## src/rtl/sme_pkg.sv

```systemverilog
// sme_pkg: shared types and constants for the string-matching engine front end.
//   CHAR_W        character width on chardata / in_data
//   KIND_STR/PAT  record kind encoding
//   ST_*          feeder FSM state encoding
//   LK_*          last-accepted-record kind tracked by the input filter
//   ASCII_*       special characters understood by the SME
//   char_entry_t  buffered character {kind, last, data}
package sme_pkg;

    localparam int unsigned CHAR_W = 8;

    localparam logic KIND_STR = 1'b0;
    localparam logic KIND_PAT = 1'b1;

    localparam int unsigned ST_W = 2;
    localparam logic [ST_W-1:0] ST_IDLE     = 2'd0;
    localparam logic [ST_W-1:0] ST_EMIT_STR = 2'd1;
    localparam logic [ST_W-1:0] ST_EMIT_PAT = 2'd2;
    localparam logic [ST_W-1:0] ST_WAIT_RES = 2'd3;

    localparam logic [1:0] LK_NONE = 2'd0;
    localparam logic [1:0] LK_STR  = 2'd1;
    localparam logic [1:0] LK_PAT  = 2'd2;

    localparam logic [CHAR_W-1:0] ASCII_CARET  = 8'd94;
    localparam logic [CHAR_W-1:0] ASCII_DOLLAR = 8'd36;
    localparam logic [CHAR_W-1:0] ASCII_DOT    = 8'd46;
    localparam logic [CHAR_W-1:0] ASCII_SPACE  = 8'd32;

    typedef struct packed {
        logic              kind;
        logic              last;
        logic [CHAR_W-1:0] data;
    } char_entry_t;

    localparam int unsigned ENTRY_W = $bits(char_entry_t);

endpackage

```

## src/rtl/sme_sync_fifo.sv

```systemverilog
// sme_sync_fifo: single-clock show-ahead FIFO.
//   clk, reset_n     clock, async active-low reset (empties the FIFO)
//   wr_en, wr_data   write request and payload
//   wr_replace       with wr_en: overwrite the most recently written slot instead of appending
//   rd_en            pop the head entry
//   rd_data          head entry (valid whenever !empty)
//   full, empty      status from the registered pointers
module sme_sync_fifo #(
    parameter int unsigned WIDTH = 10,
    parameter int unsigned DEPTH = 64
) (
    input  logic             clk,
    input  logic             reset_n,
    input  logic             wr_en,
    input  logic             wr_replace,
    input  logic [WIDTH-1:0] wr_data,
    input  logic             rd_en,
    output logic [WIDTH-1:0] rd_data,
    output logic             full,
    output logic             empty
);

    localparam int unsigned AW = $clog2(DEPTH);

    logic [AW:0]      wr_ptr;
    logic [AW:0]      rd_ptr;
    logic [WIDTH-1:0] mem [DEPTH];
    logic [AW-1:0]    wr_addr;
    logic             do_push;
    logic             do_store;
    logic             do_pop;

    // Replace needs no free slot: it rewrites an entry that is already counted.
    assign do_push  = wr_en && !wr_replace && !full;
    assign do_store = wr_en && (wr_replace || !full);
    assign do_pop   = rd_en && !empty;
    assign wr_addr  = wr_replace ? AW'(wr_ptr[AW-1:0] - AW'(1)) : wr_ptr[AW-1:0];

    assign full    = (wr_ptr[AW] != rd_ptr[AW]) && (wr_ptr[AW-1:0] == rd_ptr[AW-1:0]);
    assign empty   = (wr_ptr == rd_ptr);
    assign rd_data = mem[rd_ptr[AW-1:0]];

    // Storage array (no reset; only read behind valid pointers).
    always_ff @(posedge clk) begin
        if (do_store) begin
            mem[wr_addr] <= wr_data;
        end
    end

    // Pointers carry one extra wrap bit to tell full from empty.
    always_ff @(posedge clk or negedge reset_n) begin
        if (!reset_n) begin
            wr_ptr <= '0;
            rd_ptr <= '0;
        end else begin
            if (do_push) begin
                wr_ptr <= wr_ptr + (AW+1)'(1);
            end
            if (do_pop) begin
                rd_ptr <= rd_ptr + (AW+1)'(1);
            end
        end
    end

endmodule

```

## src/rtl/sme_feeder.sv

```systemverilog
// sme_feeder: buffers host records and replays them to the SME as
// string/pattern bursts, one character per cycle.
//   clk, reset_n                      clock, async active-low reset
//   in_valid/in_ready                 host handshake
//   in_data, in_kind, in_last         character, 0=string 1=pattern, record end
//   chardata, isstring, ispattern     burst outputs to the SME
//   sme_valid                         SME result pulse, releases the next record
//   err                               sticky sequence/length error
//   busy                              FSM active or complete records buffered
module sme_feeder
    import sme_pkg::*;
#(
    parameter int unsigned STR_MAX    = 32,
    parameter int unsigned PAT_MAX    = 8,
    parameter int unsigned FIFO_DEPTH = 64
) (
    input  logic              clk,
    input  logic              reset_n,
    input  logic              in_valid,
    output logic              in_ready,
    input  logic [CHAR_W-1:0] in_data,
    input  logic              in_kind,
    input  logic              in_last,
    output logic [CHAR_W-1:0] chardata,
    output logic              isstring,
    output logic              ispattern,
    input  logic              sme_valid,
    output logic              err,
    output logic              busy
);

    localparam int unsigned REC_MAX = (STR_MAX > PAT_MAX) ? STR_MAX : PAT_MAX;
    localparam int unsigned LEN_W   = $clog2(REC_MAX + 1);
    localparam int unsigned REC_W   = $clog2(FIFO_DEPTH + 1);

    // Filter state
    logic [1:0]       last_kind;
    logic             rec_active;
    logic             rec_drop;
    logic [LEN_W-1:0] rec_len;

    // Buffer / scheduler state
    logic [REC_W-1:0] records;
    logic [ST_W-1:0]  state;

    logic             fifo_full;
    logic             fifo_empty;
    char_entry_t      head;
    char_entry_t      wr_entry;

    logic             accept_c;
    logic             illegal_c;
    logic             drop_rec_c;
    logic [LEN_W-1:0] rec_max_c;
    logic             room_c;
    logic             wr_en_c;
    logic             overlen_c;

    logic [ST_W-1:0]  next_state_c;
    logic             pop_c;
    logic             emit_str_c;
    logic             emit_pat_c;
    logic [REC_W-1:0] records_next_c;

    assign in_ready = !fifo_full;
    assign wr_entry = '{kind: in_kind, last: in_last, data: in_data};

    // Input filter decisions; drop status is fixed by the first character of a record.
    assign accept_c   = in_valid && in_ready;
    assign illegal_c  = ((in_kind == KIND_PAT) && (last_kind == LK_NONE)) ||
                        ((in_kind == KIND_STR) && (last_kind == LK_STR));
    assign drop_rec_c = rec_active ? rec_drop : illegal_c;
    assign rec_max_c  = (in_kind == KIND_PAT) ? LEN_W'(PAT_MAX) : LEN_W'(STR_MAX);
    assign room_c     = (rec_len < rec_max_c);
    // The closing character always lands, overwriting the last kept slot if full-length.
    assign wr_en_c    = accept_c && !drop_rec_c && (room_c || in_last);
    assign overlen_c  = accept_c && !drop_rec_c && !room_c;

    sme_sync_fifo #(
        .WIDTH (ENTRY_W),
        .DEPTH (FIFO_DEPTH)
    ) u_fifo (
        .clk        (clk),
        .reset_n    (reset_n),
        .wr_en      (wr_en_c),
        .wr_replace (!room_c),
        .wr_data    (wr_entry),
        .rd_en      (pop_c),
        .rd_data    (head),
        .full       (fifo_full),
        .empty      (fifo_empty)
    );

    // Filter registers
    always_ff @(posedge clk or negedge reset_n) begin
        if (!reset_n) begin
            last_kind  <= LK_NONE;
            rec_active <= 1'b0;
            rec_drop   <= 1'b0;
            rec_len    <= '0;
            err        <= 1'b0;
        end else if (accept_c) begin
            if (drop_rec_c || overlen_c) begin
                err <= 1'b1;
            end
            if (in_last) begin
                rec_active <= 1'b0;
                rec_drop   <= 1'b0;
                rec_len    <= '0;
                if (!drop_rec_c) begin
                    last_kind <= (in_kind == KIND_PAT) ? LK_PAT : LK_STR;
                end
            end else begin
                rec_active <= 1'b1;
                rec_drop   <= drop_rec_c;
                if (!drop_rec_c && room_c) begin
                    rec_len <= rec_len + LEN_W'(1);
                end
            end
        end
    end

    // Complete-record count: written closers in, popped closers out.
    always_comb begin
        records_next_c = records;
        if (wr_en_c && in_last && !(pop_c && head.last)) begin
            records_next_c = records + REC_W'(1);
        end else if (!(wr_en_c && in_last) && pop_c && head.last) begin
            records_next_c = records - REC_W'(1);
        end
    end

    // Scheduler next-state; a string only starts once its pattern is also complete.
    always_comb begin
        next_state_c = state;
        pop_c        = 1'b0;
        emit_str_c   = 1'b0;
        emit_pat_c   = 1'b0;
        case (state)
            ST_IDLE: begin
                if (!fifo_empty) begin
                    if ((head.kind == KIND_STR) && (records >= REC_W'(2))) begin
                        pop_c        = 1'b1;
                        emit_str_c   = 1'b1;
                        next_state_c = head.last ? ST_EMIT_PAT : ST_EMIT_STR;
                    end else if ((head.kind == KIND_PAT) && (records >= REC_W'(1))) begin
                        pop_c        = 1'b1;
                        emit_pat_c   = 1'b1;
                        next_state_c = head.last ? ST_WAIT_RES : ST_EMIT_PAT;
                    end
                end
            end
            ST_EMIT_STR: begin
                pop_c      = 1'b1;
                emit_str_c = 1'b1;
                if (head.last) begin
                    next_state_c = ST_EMIT_PAT;
                end
            end
            ST_EMIT_PAT: begin
                pop_c      = 1'b1;
                emit_pat_c = 1'b1;
                if (head.last) begin
                    next_state_c = ST_WAIT_RES;
                end
            end
            default: begin
                if (sme_valid) begin
                    next_state_c = ST_IDLE;
                end
            end
        endcase
    end

    // State, record count and registered SME-facing outputs.
    always_ff @(posedge clk or negedge reset_n) begin
        if (!reset_n) begin
            state     <= ST_IDLE;
            records   <= '0;
            chardata  <= '0;
            isstring  <= 1'b0;
            ispattern <= 1'b0;
            busy      <= 1'b0;
        end else begin
            state     <= next_state_c;
            records   <= records_next_c;
            chardata  <= (emit_str_c || emit_pat_c) ? head.data : '0;
            isstring  <= emit_str_c;
            ispattern <= emit_pat_c;
            busy      <= (next_state_c != ST_IDLE) || (records_next_c != '0);
        end
    end

endmodule
```

## config.mk

```make
export PLATFORM = sky130hd
export DESIGN_NAME = sme_feeder
export DESIGN_NICKNAME = d
export VERILOG_FILES = /design/src/rtl/sme_pkg.sv /design/src/rtl/sme_sync_fifo.sv /design/src/rtl/sme_feeder.sv
export SDC_FILE = /design/constraint.sdc
export NUM_CORES = 1
export LEC_CHECK = 0
export ABC_AREA = 1
export CORE_ASPECT_RATIO = 2
export CORE_MARGIN = 2
export CORE_UTILIZATION = 30
export CTS_CLUSTER_SIZE = 10
export DETAILED_ROUTE_END_ITERATION = 6
export DONT_BUFFER_PORTS = 1
export GPL_TIMING_DRIVEN = 0
export MAX_ROUTING_LAYER = met4
export PLACE_DENSITY = 0.5
export SYNTH_ARGS = -nofsm -noshare
export SYNTH_HDL_FRONTEND = slang
export SYNTH_SLANG_ARGS = --single-unit
export TNS_END_PERCENT = 30
```

## constraint.sdc

```tcl
create_clock -name clk -period 3.44 [get_ports clk]
set_clock_uncertainty 0.15 [all_clocks]
set_input_delay 0.344 -clock clk [delete_from_list [all_inputs] [get_ports clk]]
set_output_delay 0.344 -clock clk [all_outputs]
set_load 0.01 [all_outputs]
```

Yosys cells after proc, flatten, opt, wreduce, memory -nomap -nowiden
Memories as Yosys holds them, arrays and structs flattened.
Cells that the tools add are included.
{ "totals": {"out_inout_bits": 13, "reg_bits": 45, "ram_bits": 640, "mem_count": 1} }
{ "op_classes": {"n_reduce_logical": 40, "add_sub_neg": 6, "n_eq_ne": 6, "mux": 32, "bitwise": 3, "n_lt_le_gt_ge": 3} }
{ "memory_table": {"columns": ["name", "depth", "width", "rd", "rd_ports_with_merged_regs", "wr", "line_no", "rtl"], "rows": [
  ["u_fifo.mem", 64, 10, 1, 0, 1, "sme_sync_fifo.sv:27", "logic [WIDTH-1:0] mem [DEPTH];"]
]} }
{ "ops": {"columns": ["cell", "n"], "rows": [
  ["6-bit two-way mux", 4],
  ["7-bit by 1-bit adder with 7-bit output, second input constant", 3],
  ["1-bit logical AND", 19],
  ["2-bit two-way mux", 8],
  ["7-bit two-way mux", 2],
  ["1-bit two-way mux", 13],
  ["8-bit two-way mux", 1],
  ["7-bit == test", 1],
  ["7-bit by 1-bit >= comparator with 1-bit output, second input constant", 1],
  ["7-bit by 2-bit >= comparator with 1-bit output, second input constant", 1],
  ["7-bit nonzero test", 1],
  ["7-bit by 1-bit subtractor with 7-bit output, second input constant", 1],
  ["6-bit by 1-bit adder with 6-bit output, second input constant", 1],
  ["6-bit == test", 1],
  ["1-bit logical NOT", 6],
  ["1-bit logical OR", 6],
  ["6-bit < comparator", 1],
  ["1-bit case mux with 2 select lines", 3],
  ["2-bit case mux with 3 select lines", 1],
  ["6-bit by 1-bit subtractor with 6-bit output, second input constant", 1],
  ["2-bit by 1-bit == test with 1-bit output, second input constant", 2],
  ["2-bit logical NOT", 2],
  ["2-bit AND reduction", 2],
  ["2-bit nonzero test", 2],
  ["5 further kinds", 7]
]} }

Logic depth before layout (Yosys ltp)
{ "logic_depth": {"word_depth": 15, "depth_mapped": 25, "depth_no_buf": 23} }

By module
From an unflattened synthesis, not the netlist that was laid out.
{ "hier_totals": {"hier_cells": 2995, "area_unflattened_um2": 30351.6} }
{ "modules_own_cells": {"columns": ["module", "n_inst", "area_per_inst_um2", "cells_each"], "rows": [
  ["sme_sync_fifo", 1, 28444.8, 2754],
  ["sme_feeder", 1, 1906.8, 241]
]} }

Least setup slack after synthesis
OpenSTA, ideal clock, no wires.
{ "synth_timing": {"path_type": "reg2reg", "from": "reg u_fifo.rd_ptr[0]", "to": "mem u_fifo.mem[0][0] (enable)", "period_less_slack_ns": 2.844, "slack_ns": 0.596, "path_stages_with_launch": 10, "setup_ns": 0.376, "t_required_ns": 2.914, "t_arrival_ns": 2.318, "n_path_buf": 2, "cell_sequence": "dfrtp_1 > buf_6 > buf_2 > nor2_1 > nor3_2 > nand4_1 > nand2_2 > a211oi_2 > nand4_1 > nor2_1"} }
{ "synth_via": {"elab_chain_cells": 9, "elab_cells_between_ends": 10} }
{ "synth_lines": {"columns": ["item", "line_no", "rtl"], "rows": [
  ["from (decl)", "sme_sync_fifo.sv:26", "logic [AW:0] rd_ptr;"],
  ["from (signal assigned)", "sme_sync_fifo.sv:60", "rd_ptr <= rd_ptr + (AW+1)'(1);"],
  ["6-bit == test (*)", "sme_sync_fifo.sv:39", "assign full = (wr_ptr[AW] != rd_ptr[AW]) && (wr_ptr[AW-1:0] == rd_ptr[AW-1:0]);"],
  ["1-bit logical AND (*)", "sme_sync_fifo.sv:39", null],
  ["1-bit logical NOT (*)", "sme_feeder.sv:65", "assign in_ready = !fifo_full;"],
  ["net in_ready", "sme_feeder.sv:20", "output logic in_ready,"],
  ["1-bit logical AND", "sme_feeder.sv:69", "assign accept_c = in_valid && in_ready;"],
  ["1-bit logical AND (2 in a row)", "sme_feeder.sv:76", "assign wr_en_c = accept_c && !drop_rec_c && (room_c || in_last);"],
  ["1-bit logical AND (*)", "sme_sync_fifo.sv:35", "assign do_store = wr_en && (wr_replace || !full);"],
  ["1-bit two-way mux (*)", "sme_sync_fifo.sv:45", "if (do_store) begin"],
  ["1-bit two-way mux (not written as such) (*)", "sme_sync_fifo.sv:46", "mem[wr_addr] <= wr_data;"],
  ["to (decl)", "sme_sync_fifo.sv:27", null]
]} }
The timed path passes the listed nets; every way through them passes the cells marked *.

Worst setup path after layout
{ "layout_timing": {"from": "reg u_fifo.rd_ptr[5]", "to": "reg busy"} }
{ "layout_via": {"elab_chain_cells": 14, "elab_cells_between_ends": 35} }
{ "layout_lines": {"columns": ["item", "line_no", "rtl"], "rows": [
  ["parallel branches: the longest is 11 deep, another holds memory 64 x 10 bit", null, null],
  ["7-bit two-way mux (*)", "sme_feeder.sv:126", "if (wr_en_c && in_last && !(pop_c && head.last)) begin"],
  ["net records_next_c[1]", "sme_feeder.sv:63", "logic [REC_W-1:0] records_next_c;"],
  ["7-bit nonzero test (*)", "sme_feeder.sv:190", "busy <= (next_state_c != ST_IDLE) || (records_next_c != '0);"],
  ["1-bit logical OR (*)", "sme_feeder.sv:190", null],
  ["to (signal assigned)", "sme_feeder.sv:190", null],
  ["to (decl)", "sme_feeder.sv:29", "output logic busy"]
]} }
Mark *: on every way through the listed nets, which the timed path passes.
A chain may end at the register's enable or synchronous reset.

==> metrics.md <==
| Metric | Value |
|---|---|
| Status | `finished, violations left` |
| Failing checks | `setup timing` |
| Tcrit/Tclk final | `100.0%` |
| Ys async rst share | `6.569%` |
| H-tree levels | `3` |
| Post-Synth Simple-Gate Area | `12.07%` |
| Cell variety after synth | `51` |
| Io pins | `27` |
| Max Clk Rate | `0.2906 GHz` |
| Die area | `96260 um2` |
| Core area | `92720 um2` |
| Sequential share of power | `33.5%` |
| Share of layout cells above drive strength 1 | `15.70%` |
| R2R depth | `17` |
| Final hold slack | `47.50 ps` |
| Fin nets | `2449` |
| Most common cell in the synthesized netlist | `edfxtp_1` |
| Dpl ws | `-1102 ps` |
| Comb pwr share | `40.2%` |
| Clk_lat worst skew | `660 ps` |
| Final number of hold-violating endpoints | `0` |
| Register Area | `20350 um2` |
| Largest net degree at the start of global routing | `67` |
| Worst slew pin tran | `1149 ps` |
| Adder-cell share of the synthesized area | `0.5790%` |
| Finished Core Util | `36.33%` |
| Post-synthesis sequential area ratio | `72.41%` |
| Rows | `158` |
| Mux cell area share after synthesis | `0%` |
| Post-route ant nets | `0` |
| DR iter-0 viols | `2001` |
| Area of the mapped netlist | `28090 um2` |
| Layout area overhead | `19.90%` |
| I/O Buffers | `0` |
| DR DRC count | `0` |
| First-pass GRT wire length | `151900 um` |
| Initial core utilization | `30.30%` |
| Power per cell area | `869.1 nW/um2` |
| Synth Area in XOR/XNOR | `0.8996%` |
| Main synth FF type | `edfxtp_1` |
| NetSw | `12.40 mW` |
| Syn_nets | `2279` |
| Tmin final | `3441 ps` |
| Post-Syn Instances | `2252` |
| Max-slew violations | `0` |
| Worst setup margin | `-1.173 ps` |
| Synth top area cells | `edfxtp_1 68%, nand2_1 5.5%, dfrtp_1 4.0%, nor2_1 3.4%, o21ai_0 3.0%` |
| CTS sink cnt | `685` |
| Clock buffer depth | `3` |
| Worst Path Required | `3810 ps` |
| Clock power share | `26.2%` |
| RSZ-0062 raised after global routing | `yes` |
| # setup viols final | `1` |
| Via count | `20035` |
| EDFF count, synth | `640` |
| Reg-to-Reg End | `busy` |
| Crit. Startpoint | `u_fifo.rd_ptr[5]` |
| HP Class | `input port to asynchronous set/reset pin` |
| Post-Place Cells | `3497` |
| Top-area cell type share of the netlist area | `68.41%` |
| Die width | `220.4 um` |
| Max-cap violation count | `0` |
| FF-to-FF Start | `u_fifo.rd_ptr[5]` |
| CP Max Fanout | `10` |
| CTS tree | `built` |
| Yosys synthesis warning count | `0` |
| Drt pass-1 iters | `7` |
| FILL cells | `8896` |
| P_leak | `11.54 nW` |
| DR vias/cell | `5.474` |
| Max_slew headroom | `23.38%` |
| Synth Area in Compound Gates | `10.45%` |
| Initial antenna violation count | `3` |
| Int Power | `16.88 mW` |
| Setup crit end kind | `flip-flop` |
| Final std cells w/o fill | `3660` |
| Critical Path AT | `3810 ps` |
| GRT overflow | `0` |
| Wirelength, routed | `110400 um` |
| Via count of the first global-routing pass | `20064` |
| Syn Area/Cell | `12.48 um2` |
| Peak VDD IR | `0.6611 mV` |
| Switch share | `42.35%` |
| Cts bufs inserted | `78` |
| Area of the multi-input gates | `7153 um2` |
| CP Launch Type | `flip-flop` |
| Total track usage | `23.56%` |
| Die Y | `436.8 um` |
| Clk pin slew, worst setup/hold paths | `60 ps` |
| Reg-to-reg setup timing slack | `-1 ps` |
| Worst setup path category | `flip-flop to flip-flop` |
| Critical Path End | `busy` |
| CTS root buffer | `clkbuf_16` |
| Top post-synthesis cells by count | `640 x edfxtp_1, 414 x nand2_1, 256 x nor2_1` |
| Routed wire per std cell | `30.17 um` |
| Count of state elements after synthesis | `685` |
| Yosys top cell by area | `edfxtp_1` |
| Largest family of logic cells by synthesized area | `simple AND/OR/NAND/NOR gates` |
| DP HPWL | `76310 um` |
| Routability cong. | `0.9135` |
[how the worst min path moves through the flow]
stage | from | endpoint | slack [ps]
2_1_floorplan | reset_n | busy | -100
6_report | reset_n | u_fifo.wr_ptr[0] | 50
3_3_place_gp | reset_n | err | -100
4_1_cts | reset_n | u_fifo.wr_ptr[0] | 10
3_5_place_dp | reset_n | err | -100
5_1_grt | reset_n | err | 60
[power by group through the flow]
| stage | combinational (mW) | clock [mW] | sequential (mW) |
|---|---|---|---|
| 2_1_floorplan | 6.07 | 0 | 9.88 |
| 3_3_place_gp | 10.7 | 0 | 9.97 |
| 3_5_place_dp | 10.9 | 0 | 9.98 |
| 4_1_cts | 11.5 | 7.75 | 9.81 |
| 5_1_grt | 12.3 | 8.02 | 9.85 |
| 6_report | 11.8 | 7.68 | 9.82 |
[layout by cell type, fill, tap and decap left out, drive strengths merged, types with 38 or more instances in the layout]
master / synthesis / final
edfxtp: 640 / 640
nand2: 418 / 418
nor2: 261 / 261
o21ai: 173 / 173
clkbuf: 55 / 168
buf: 75 / 148
a21oi: 120 / 120
nand3: 104 / 104
inv: 93 / 97
dfrtp: 45 / 45
o221ai: 40 / 40
o22ai: 38 / 38
[sequential cells by signal, summed over array words and instances, names as in the netlist, 2 cells and up]
register	cells
u_fifo.wr_ptr	7
records	7
u_fifo.mem	640
u_fifo.rd_ptr	7
chardata	8
last_kind	2
state	2
rec_len	6
[final cells by class]
| class | instances | share of cell area, % |
|---|---|---|
| Sequential cell | 685 | 60.40 |
| Multi-Input combinational cell | 1342 | 21.24 |
| Clock buffer | 109 | 6.203 |
| Tap cell | 1200 | 4.457 |
| Timing Repair Buffer | 90 | 4.071 |
| Buffer | 130 | 2.184 |
| Inverter | 95 | 1.077 |
| Clock inverter | 7 | 0.3566 |
| Antenna cell | 2 | 0.01486 |
[kinds of logic after synthesis]
kind of cell	Yosys count
buffers and inverters	225
xor gates and xnor gates	28
adders and majority gates	13
and+or+nand+nor	825
AOI/OAI and AO/OA	476
DFF	685
[routing by layer]
| metal | global-route usage [%] | wire [um] | up-vias |
|---|---|---|---|
| li1 | - | - | 8536 |
| met5 | - | 0 | - |
| met1 | 22.32 | 34970 | 10083 |
| met2 | 41.33 | 57980 | 1037 |
| met4 | 19.61 | 11140 | 0 |
| met3 | 3.514 | 6322 | 379 |
[stage by stage]
stage	area, um2	setup TNS [ps]	total power, mW
2_1_floorplan	28090	0	15.95
3_3_place_gp	29600	-635740	20.67
3_5_place_dp	30420	-274950	20.91
4_1_cts	33490	-92.39	29.01
5_1_grt	33680	-1013	30.19
6_report	33680	-1.173	29.27
[critical path: stages, from the launching register on]
cell and delay, ps:
dfrtp_1 660, inv_1 200, nor2_2 690, nand2_1 130, nand2_1 120, inv_1 80, nand2_2 90, nand3_2 90
nand3_2 110, nand3_4 130, nand2_2 190, nand2_1 70, nand2_1 60, nand2_1 70, inv_1 50, nand3_1 110
nor2_1 200, nand3_1 100
[timing repair]
action                     4_1_cts  5_1_grt
setup buffers                   14        6
setup endpoints to repair      647      518
hold endpoints to repair       700        0
gates resized for setup        101       26
pin swaps                       11        9
hold buffers                    25        0
Note: power is estimated with default switching activity, not from simulation.
